`config.mk`:
```
export PLATFORM = sky130hd
export DESIGN_NAME = fixed_to_float_pipe
export DESIGN_NICKNAME = d
export VERILOG_FILES = /design/src/rtl/fixed_float_pkg.sv /design/src/rtl/lead_one_detect.sv /design/src/rtl/fixed_to_float_pipe.sv
export SDC_FILE = /design/constraint.sdc
export NUM_CORES = 1
export LEC_CHECK = 0
export ABC_CLOCK_PERIOD_IN_PS = 4250
export CORE_ASPECT_RATIO = 1.5
export CORE_MARGIN = 1
export CORE_UTILIZATION = 48
export CTS_BUF_LIST = sky130_fd_sc_hd__clkbuf_8 sky130_fd_sc_hd__clkbuf_16
export CTS_CLUSTER_SIZE = 28
export DETAILED_ROUTE_END_ITERATION = 12
export PLACE_DENSITY = 0.69
export SLEW_MARGIN = 20
export SYNTH_ARGS = -nofsm -noshare
export SYNTH_HDL_FRONTEND = slang
export SYNTH_SLANG_ARGS = --single-unit
```
`constraint.sdc`:
```
create_clock -name clk -period 4.25 [get_ports clk]
set_input_delay 0.6375 -clock clk [delete_from_list [all_inputs] [get_ports clk]]
set_output_delay 0.6375 -clock clk [all_outputs]
set_load 0.01 [all_outputs]
```
`src/rtl/fixed_float_pkg.sv`:
```
// Shared IEEE-754 single-precision constants and the packed float layout
// used by the fixed-to-float converter.
package fixed_float_pkg;

    localparam int F32_BIAS  = 127;
    localparam int F32_EXP_W = 8;
    localparam int F32_MAN_W = 23;

    typedef struct packed {
        logic                 sign;
        logic [F32_EXP_W-1:0] exp;
        logic [F32_MAN_W-1:0] frac;
    } f32_t;

endpackage

```
`src/rtl/lead_one_detect.sv`:
```
// Combinational leading-one detector: a binary reduction tree over the operand
// padded to a power of two, returning the index of the highest set bit.
module lead_one_detect #(
    parameter int W  = 32,
    parameter int LW = $clog2(W)
) (
    input  logic [W-1:0]  i_mag,
    output logic [LW-1:0] o_msb,
    output logic          o_zero
);
    localparam int P = 1 << LW;

    logic [P-1:0]  w_pad;
    logic          w_v  [LW+1][P];
    logic [LW-1:0] w_id [LW+1][P];

    assign w_pad = P'(i_mag);

    // Each node keeps the absolute index of the highest one in its subtree.
    always_comb begin
        for (int l = 0; l <= LW; l++) begin
            for (int n = 0; n < P; n++) begin
                w_v[l][n]  = 1'b0;
                w_id[l][n] = '0;
            end
        end
        for (int n = 0; n < P; n++) begin
            w_v[0][n]  = w_pad[n];
            w_id[0][n] = LW'(n);
        end
        for (int l = 1; l <= LW; l++) begin
            for (int n = 0; n < (P >> l); n++) begin
                w_v[l][n]  = w_v[l-1][2*n+1] | w_v[l-1][2*n];
                w_id[l][n] = w_v[l-1][2*n+1] ? w_id[l-1][2*n+1] : w_id[l-1][2*n];
            end
        end
    end

    assign o_msb  = w_id[LW][0];
    assign o_zero = !w_v[LW][0];

endmodule

```
`src/rtl/fixed_to_float_pipe.sv`:
```
// Three-stage fixed-point to IEEE-754 single converter (sign/magnitude, normalise,
// round-to-nearest-even and pack) behind a global-enable valid/ready pipeline.
module fixed_to_float_pipe
    import fixed_float_pkg::*;
#(
    parameter int IN_W = 32,
    parameter int PW   = $clog2(IN_W)
) (
    input  logic            clk,
    input  logic            rst,
    input  logic            in_valid,
    output logic            in_ready,
    input  logic [IN_W-1:0] in_data,
    input  logic [PW-1:0]   in_fixpointpos,
    input  logic            in_signed,
    output logic            out_valid,
    input  logic            out_ready,
    output logic [31:0]     out_result,
    output logic            out_inexact
);
    // Normalised word widened so guard and sticky always exist below the 24-bit significand.
    localparam int EXT = (IN_W > 26) ? IN_W : 26;

    logic              w_advance;
    logic              w_sign_s1;
    logic [IN_W-1:0]   w_mag_s1;

    logic              r_vld_p0;
    logic              r_sign_p0;
    logic [IN_W-1:0]   r_mag_p0;
    logic [PW-1:0]     r_pos_p0;

    logic [PW-1:0]     w_msb;
    logic              w_zero;
    logic [PW-1:0]     w_shamt;
    logic [IN_W-1:0]   w_norm;
    logic signed [8:0] w_exp;

    logic              r_vld_p1;
    logic              r_sign_p1;
    logic [IN_W-1:0]   r_norm_p1;
    logic signed [8:0] r_exp_p1;

    logic [EXT-1:0]    w_ext;
    logic [24:0]       w_sum;
    logic              w_inexact;
    f32_t              w_res;

    // Returns {inexact, rounded significand}; bit 24 of the significand is the carry-out.
    function automatic logic [25:0] rne_round(input logic [EXT-1:0] ext);
        logic [23:0] sig;
        logic        guard;
        logic        sticky;
        sig    = ext[EXT-1 -: 24];
        guard  = ext[EXT-25];
        sticky = |ext[EXT-26:0];
        return {guard | sticky, {1'b0, sig} + 25'(guard & (sticky | sig[0]))};
    endfunction

    assign w_advance = !out_valid || out_ready;
    assign in_ready  = w_advance;

    // Stage 1: sign/magnitude
    assign w_sign_s1 = in_signed & in_data[IN_W-1];
    assign w_mag_s1  = w_sign_s1 ? -in_data : in_data;

    // Stage 2: normalise
    lead_one_detect #(.W(IN_W), .LW(PW)) u_lod (
        .i_mag  (r_mag_p0),
        .o_msb  (w_msb),
        .o_zero (w_zero)
    );

    assign w_shamt = PW'(IN_W - 1) - w_msb;
    assign w_norm  = r_mag_p0 << w_shamt;
    // A zero magnitude gets exponent 0 so the packer emits +0 with no special case.
    assign w_exp   = w_zero ? 9'sd0 : 9'(w_msb) - 9'(r_pos_p0) + 9'(F32_BIAS);

    // Stage 3: round and pack
    assign w_ext              = EXT'(r_norm_p1) << (EXT - IN_W);
    assign {w_inexact, w_sum} = rne_round(w_ext);
    assign w_res              = {r_sign_p1, 8'(r_exp_p1 + 9'(w_sum >> 24)), 23'(w_sum)};

    always_ff @(posedge clk or posedge rst) begin
        if (rst) begin
            r_vld_p0    <= 1'b0;
            r_vld_p1    <= 1'b0;
            out_valid   <= 1'b0;
            out_result  <= 32'h0;
            out_inexact <= 1'b0;
        end else if (w_advance) begin
            r_vld_p0  <= in_valid & in_ready;
            r_vld_p1  <= r_vld_p0;
            out_valid <= r_vld_p1;
            if (r_vld_p1) begin
                out_result  <= w_res;
                out_inexact <= w_inexact;
            end
        end
    end

    always_ff @(posedge clk) begin
        if (w_advance) begin
            r_sign_p0 <= w_sign_s1;
            r_mag_p0  <= w_mag_s1;
            r_pos_p0  <= in_fixpointpos;
            r_sign_p1 <= r_sign_p0;
            r_norm_p1 <= w_norm;
            r_exp_p1  <= w_exp;
        end
    end

endmodule

```
==> reports/metrics.csv, run 1 <==
stage,metric,value,unit
status,status,"complete, no violations",
power,peakVddDrop,0.279,mV
power,seqPwrFrac,36.7,%
sta,period_share,92.3,%
global_routing,antenna_found_initial,0,
synth,synth_area_leader_cell,edfxtp_1,
sta,fin_setup_tns,0,ns
routing,wl,18700,um
critical_path,criticalPathCategory,reg -> reg,
placement,place_area,8320,um^2
global_routing,grt_first_pass_wirelength,30400,um
synth,synth_ff_type,edfxtp_1,
sta,finClkSkew,0.0128,ns
synth,yosysUniqueCellTypes,68,
synth,synth_fp_nets,786,
power,p_comb_share,35.8,%
critical_path,cp-end-kind,flop,
cts,worstSkewPairLatency,0.42,ns
finish,diodes,0,
routing,post_drt_wl_per_cell,18.0,um
sta,setup_viol,0,
cts,ctsRootBufferMaster,clkbuf_16,
placement,dpl.hpwl,14400,um
finish,synthToLayoutAreaGrowth,24.5,%
critical_path,start_kind,flop,
finish,design_area,8920,um^2
finish,final-seq-area,3270,um^2
global_routing,grt-ovfl-total,0,
die,coreArea,14600,um^2
die,start_util,49.1,%
global_routing,grt_max_degree,80,
power,p_int,3460,uW
synth,synth_edf_count,79,
cts,cts_tree,yes,
synth,synth_top_area_share,33.1,%
power,power.leakage,0.00343,uW
critical_path,cp_max_fo,22,
cts,cts_buffers,17,
global_routing,grt_pass1_vias,6138,
critical_path,cp.required,4.38,ns
finish,final_nets,886,
sta,grt_setup_unrepaired,no,
finish,multi_input_area,3670,um^2
die,die_width,102,um
sta,min_period,3.92,ns
power,powerDensity,594,nW/um^2
synth,netlist_area,7170,um^2
critical_path,arrival,4.05,ns
cts,path_clk_slew,0.06,ns
power,power.switching,1840,uW
synth,synthTopCellsByCount,"nor2_1, edfxtp_1, a21oi_1",
cts,postCtsSetupBuffers,0,
routing,drt.antenna.violating_nets,0,
routing,drt_iter0_drc,299,
synth,synth_sequential_area_ratio,45.7,%
synth,ys_ff_latch,115,
synth,syn_inst,732,
die,dieArea,15400,um^2
global_routing,track_usage,26.2,%
placement,place_congestion,1.01,
cts,cts.sinks,115,
synth,avgSynthCellArea,9.79,um^2
die,die_y,152,um
run,drv_cap,0,
cts,post_cts_resized,0,
placement,numPortBuffers,76,
synth,synth_warnings,0,
routing,via_per_inst,5.89,
routing,vias,6130,
sta,hold_viol_final,0,
die,row_count,54,
cts,cts_buffer_depth,2,
power,p_clk_share,27.5,%
sta,max-slew-margin-rel,35.2,%
synth,synthArstFlopShare,31.3,%
sta,fmax,255,MHz
min_path,min_path_type,reg -> reg,
cts,hold_buffers,0,
power,p_sw_share,34.7,%
cts,htreeDepth,4,
finish,drive_gt1_share,12.1,%
sta,slew_violations,0,
sta,worst_slew_pin_slew,0.964,ns
die,pin_count,77,
finish,num-fill-cells,1261,
synth,yosysMostFrequentCell,nor2_1,
routing,drtPass1Iterations,6,
routing,drc,0,
synth,synthTopCellsByArea,"edfxtp_1, dfrtp_1, mux2i_1",
==> power by group through the flow <==
| stage | combinational [uW] | sequential [uW] | clock [uW] |
|---|---|---|---|
| finish | 1900 | 1950 | 1460 |
| global route | 2070 | 2000 | 1530 |
| CTS | 1890 | 1950 | 1480 |
| detailed placement | 1880 | 1970 | 0 |
| global placement | 1850 | 1940 | 0 |
| floorplan | 1070 | 1980 | 0 |
==> registers in the layout, summed over array words and instances (netlist names) <==
signal and count:
r_mag_p0 32, out_result 32, out_valid 1, r_vld_p1 1, r_sign_p1 1, r_exp_p1 8, r_pos_p0 5, r_norm_p1 32
r_vld_p0 1, r_sign_p0 1, out_inexact 1
==> through the flow <==
stage               hold slack (ns)  utilization [%]  instances  total power [uW]  setup slack (ns)
floorplan                     0.400                -        732              3050             0.184
global placement              0.405             57.0       1009              3800             0.548
detailed placement            0.406             57.0       1009              3850             0.382
CTS                           0.421             61.2       1041              5320             0.360
global route                  0.444             61.2       1041              5600            0.0613
finish                        0.418             61.2       1041              5300             0.327
==> kinds of logic after synthesis <==
| kind of cell | Yosys count | synth area share (%) |
|---|---|---|
| XOR/XNOR | 61 | 7.45 |
| adder cells (fa/ha/maj) | 12 | 2.20 |
| AO/OA/AOI/OAI | 178 | 16.1 |
| AND/OR/NAND/NOR | 255 | 17.2 |
| buffers and inverters | 58 | 3.35 |
| multiplexers | 53 | 7.98 |
| flip-flops | 115 | 45.7 |
==> per-layer routing <==
layer / part of all wire, % / vias up / GRT usage (%) / wire, um
met5: 0 / - / 0 / 0
met4: 6.7 / 0 / 18.7 / 1250
met3: 3.9 / 67 / 4.31 / 725
met2: 53 / 221 / 47.6 / 9880
met1: 37 / 2911 / 26.8 / 6860
li1: - / 2931 / - / -
==> critical path, cell delays in order (launching register included) <==
cell and delay (ns):
edfxtp_1 0.45, or4_4 0.60, nor4_4 0.32, buf_4 0.33
o211ai_1 0.17, nand2_2 0.19, inv_2 0.12, fa_1 0.44
xnor2_1 0.28, nand3_1 0.15, nor3_1 0.34, xor2_1 0.18
nor2_1 0.05
==> cells in the final DEF (no fill, tap or decap), types with 4 or more instances in the layout <==
master           synthesis  final
a211oi_1                 8      8
mux2_2                  13     13
or3_1                    6      6
nand3_1                 37     37
xnor2_1                 27     27
o21ai_0                 30     30
a221oi_1                 6      6
a21o_1                   5      5
inv_1                   22     22
o31ai_1                  5      5
edfxtp_1                79     79
ha_1                    11     11
o21a_1                   5      5
o211a_1                  4      4
clkdlybuf4s50_1          0     76
nor3_1                  14     14
o211ai_1                 6      6
and3_1                   5      5
mux2i_1                 38     37
nor2b_1                  4      4
clkbuf_16                0     17
nand2_1                 44     44
nor4_1                  13     13
xor2_1                  34     34
inv_2                    4      4
nor2_1                  92     92
a21oi_1                 71     71
dfrtp_1                 36     36
inv_6                    0      4
nand4_1                 11     11
buf_4                    1     36
and2_1                   9      8
a31oi_1                  8      8
==> worst paths after layout <==
path	from	to	slack [ns]	depth (start not counted)
max	r_mag_p0[26]$_DFFE_PN_	r_exp_p1[5]$_SDFFCE_PN0N_	0.33	12
min	r_sign_p0$_DFFE_PN_	r_sign_p1$_DFFE_PN_	0.42	0
max reg2reg	r_mag_p0[26]$_DFFE_PN_	r_exp_p1[5]$_SDFFCE_PN0N_	0.33	12
min reg2reg	r_sign_p0$_DFFE_PN_	r_sign_p1$_DFFE_PN_	0.42	0
max in group asynchronous	rst	out_result[9]$_DFFE_PP0P_	2.89	3
min in group asynchronous	rst	out_result[30]$_DFFE_PP0P_	0.67	2
==> cell type report <==
| class | count | share of cell area [%] |
|---|---|---|
| Timing Repair Buffer | 112 | 11.6 |
| Multi-Input combinational cell | 559 | 41.1 |
| Clock inverter | 14 | 1.86 |
| Inverter | 27 | 1.14 |
| Tap cell | 196 | 2.75 |
| Sequential cell | 115 | 36.7 |
| Clock buffer | 18 | 4.92 |
No activity file was read; power rests on OpenSTA's default activity.
==> run 2: changes to the inputs <==
SLEW_MARGIN = 40   (was 20)
==> run 2 against run 1 <==
Effect of this change:
- wire length decreased by 0.94%
- clock-buffer cell count up 1
- sequential share of layout area about the same
- largest cell class unchanged
- largest power group unchanged
- sequential power is essentially flat
- critical endpoint unchanged
- worst hold slack improved by 0.014 ns
- cell count hardly changed
- utilization rose by 0.077 points
- register-to-register slack better by 0.04 ns
==> reports/metrics.csv, run 2 (synthesized netlist as in run 1, its figures left out) <==
stage,metric,value,unit,change
finish,synthToLayoutAreaGrowth,24.6,%,
sta,hold_viol_final,0,,unchanged
cts,post_cts_resized,0,,unchanged
finish,largestRegisters,"out_result (32), r_mag_p0 (32), r_norm_p1 (32)",,
die,row_count,54,,unchanged
cts,hold_buffers,0,,unchanged
placement,place_congestion,1.01,,unchanged
routing,drc,0,,unchanged
cts,worstSkewPairLatency,0.42,ns,about the same
critical_path,cp.required,4.40,ns,+0.02 ns
sta,fmax,258,MHz,+1.1%
sta,grt_setup_unrepaired,no,,
critical_path,criticalPathCategory,reg -> reg,,
placement,place_area,8340,um^2,+0.30%
sta,fin_setup_tns,0,ns,unchanged
finish,drive_gt1_share,12.4,%,+0.34 points
die,dieArea,15400,um^2,unchanged
finish,design_area,8940,um^2,+0.13%
cts,path_clk_slew,0.06,ns,about the same
placement,dpl.hpwl,14400,um,+0.50%
global_routing,grt_pass1_vias,6062,,-1.2%
cts,cts_buffers,17,,unchanged
sta,finClkSkew,0.0125,ns,-0.000241 ns
power,powerDensity,589,nW/um^2,-0.86%
global_routing,grt_first_pass_wirelength,30500,um,+0.34%
sta,setup_viol,0,,unchanged
cts,postCtsSetupBuffers,0,,unchanged
critical_path,start_kind,flop,,
cts,htreeDepth,4,,unchanged
cts,cts.sinks,115,,unchanged
global_routing,antenna_found_initial,0,,unchanged
finish,final_common_cell,nor2_1,,
cts,cts_buffer_depth,2,,unchanged
placement,numPortBuffers,76,,unchanged
sta,slew_violations,0,,unchanged
die,die_width,102,um,unchanged
critical_path,arrival,4.03,ns,-0.02 ns
finish,utilization,61.2,%,+0.077 points
die,coreArea,14600,um^2,unchanged
finish,diodes,0,,unchanged
routing,via_per_inst,5.82,,-1.2%
min_path,min_path_type,reg -> reg,,
routing,drt.antenna.violating_nets,0,,unchanged
placement,place_inst,1010,,+0.099%
sta,min_period,3.88,ns,-0.0412 ns
routing,wl,18500,um,-0.94%
status,status,"complete, no violations",,
critical_path,cp-end-kind,flop,,
power,power.leakage,0.00344,uW,about the same
critical_path,cp_max_fo,22,,unchanged
routing,drt_iter0_drc,381,,+27%
finish,instances_no_fill,1042,,+0.096%
sta,max-slew-margin-rel,46.7,%,+12 points
global_routing,grt_max_degree,46,,-43%
global_routing,track_usage,26.3,%,+0.13 points
power,peakVddDrop,0.256,mV,-8.1%
die,die_y,152,um,unchanged
run,drv_cap,0,,unchanged
finish,final_nets,887,,+0.11%
sta,period_share,91.3,%,-0.97 points
routing,drtPass1Iterations,5,,-1
global_routing,grt-ovfl-total,0,,unchanged
sta,worst_slew_pin_slew,0.788,ns,-0.176 ns
finish,final_cell_mix,"nor2_1, edfxtp_1, clkdlybuf4s50_1",,
die,pin_count,77,,unchanged
routing,post_drt_wl_per_cell,17.8,um,-1.0%
die,start_util,49.1,%,unchanged
sta,hold_ws,0.432,ns,+0.0138 ns
cts,cts_tree,yes,,
routing,vias,6065,,-1.1%
cts,ctsRootBufferMaster,clkbuf_16,,
==> run 2: changes by cell type in the layout (fill, tap and decap cells not counted), sizes merged <==
cell,change
buf,+1
clkbuf,+1
bufinv,-1
==> run 2: report_power, final <==
| part | internal (uW) | leakage, uW | switching (uW) |
|---|---|---|---|
| Sequential | 1660 | 0.00120 | 274 |
| Clock | 857 | 0.000295 | 570 |
| Combinational | 904 | 0.00195 | 992 |
| Total | 3430 | 0.00344 | 1840 |
==> run 2: cell type report <==
cell class | count | area, um^2
Clock buffer | 19 | 453
Multi-Input combinational cell | 559 | 3670
Sequential cell | 115 | 3270
Clock inverter | 13 | 139
Inverter | 27 | 101
Tap cell | 196 | 245
Fill cell | 1222 | 5660
Timing Repair Buffer | 113 | 1050
==> run 2: final timing paths <==
check | startpoint | to | slack, ns | cells past startpoint
min reg2reg | r_sign_p0$_DFFE_PN_ | r_sign_p1$_DFFE_PN_ | 0.43 | 0
max reg2reg | r_mag_p0[26]$_DFFE_PN_ | r_exp_p1[5]$_SDFFCE_PN0N_ | 0.37 | 12
max | r_mag_p0[26]$_DFFE_PN_ | r_exp_p1[5]$_SDFFCE_PN0N_ | 0.37 | 12
min in group asynchronous | rst | out_result[30]$_DFFE_PP0P_ | 0.54 | 2
max in group asynchronous | rst | out_result[16]$_DFFE_PP0P_ | 3.16 | 3
min | r_sign_p0$_DFFE_PN_ | r_sign_p1$_DFFE_PN_ | 0.43 | 0
==> run 2: critical path, cell delays in order (launching register included) <==
cell,delay [ns]
edfxtp_1,0.46
or4_4,0.59
nor4_4,0.30
buf_4,0.33
o211ai_1,0.18
nand2_2,0.19
inv_2,0.12
fa_1,0.44
xnor2_1,0.28
nand3_1,0.15
nor3_1,0.32
xor2_1,0.19
nor2_1,0.05
==> run 2: metal layers <==
metal | global-route usage (%) | up-vias | part of all wire (%) | routed length [um]
li1 | - | 2935 | - | -
met1 | 27.5 | 2871 | 37 | 6850
met2 | 47.3 | 199 | 53 | 9840
met3 | 3.90 | 60 | 3.5 | 658
met4 | 19.5 | 0 | 6.4 | 1180
met5 | 0 | - | 0 | 0
==> run 2: metrics by stage <==
| step | setup WS (ns) | power (uW) |
|---|---|---|
| 2_1_floorplan | 0.184 | 3050 |
| 5_1_grt | 0.0610 | 5570 |
| 3_5_place_dp | 0.388 | 3850 |
| 4_1_cts | 0.400 | 5290 |
| 3_3_place_gp | 0.548 | 3800 |
| 6_report | 0.368 | 5260 |
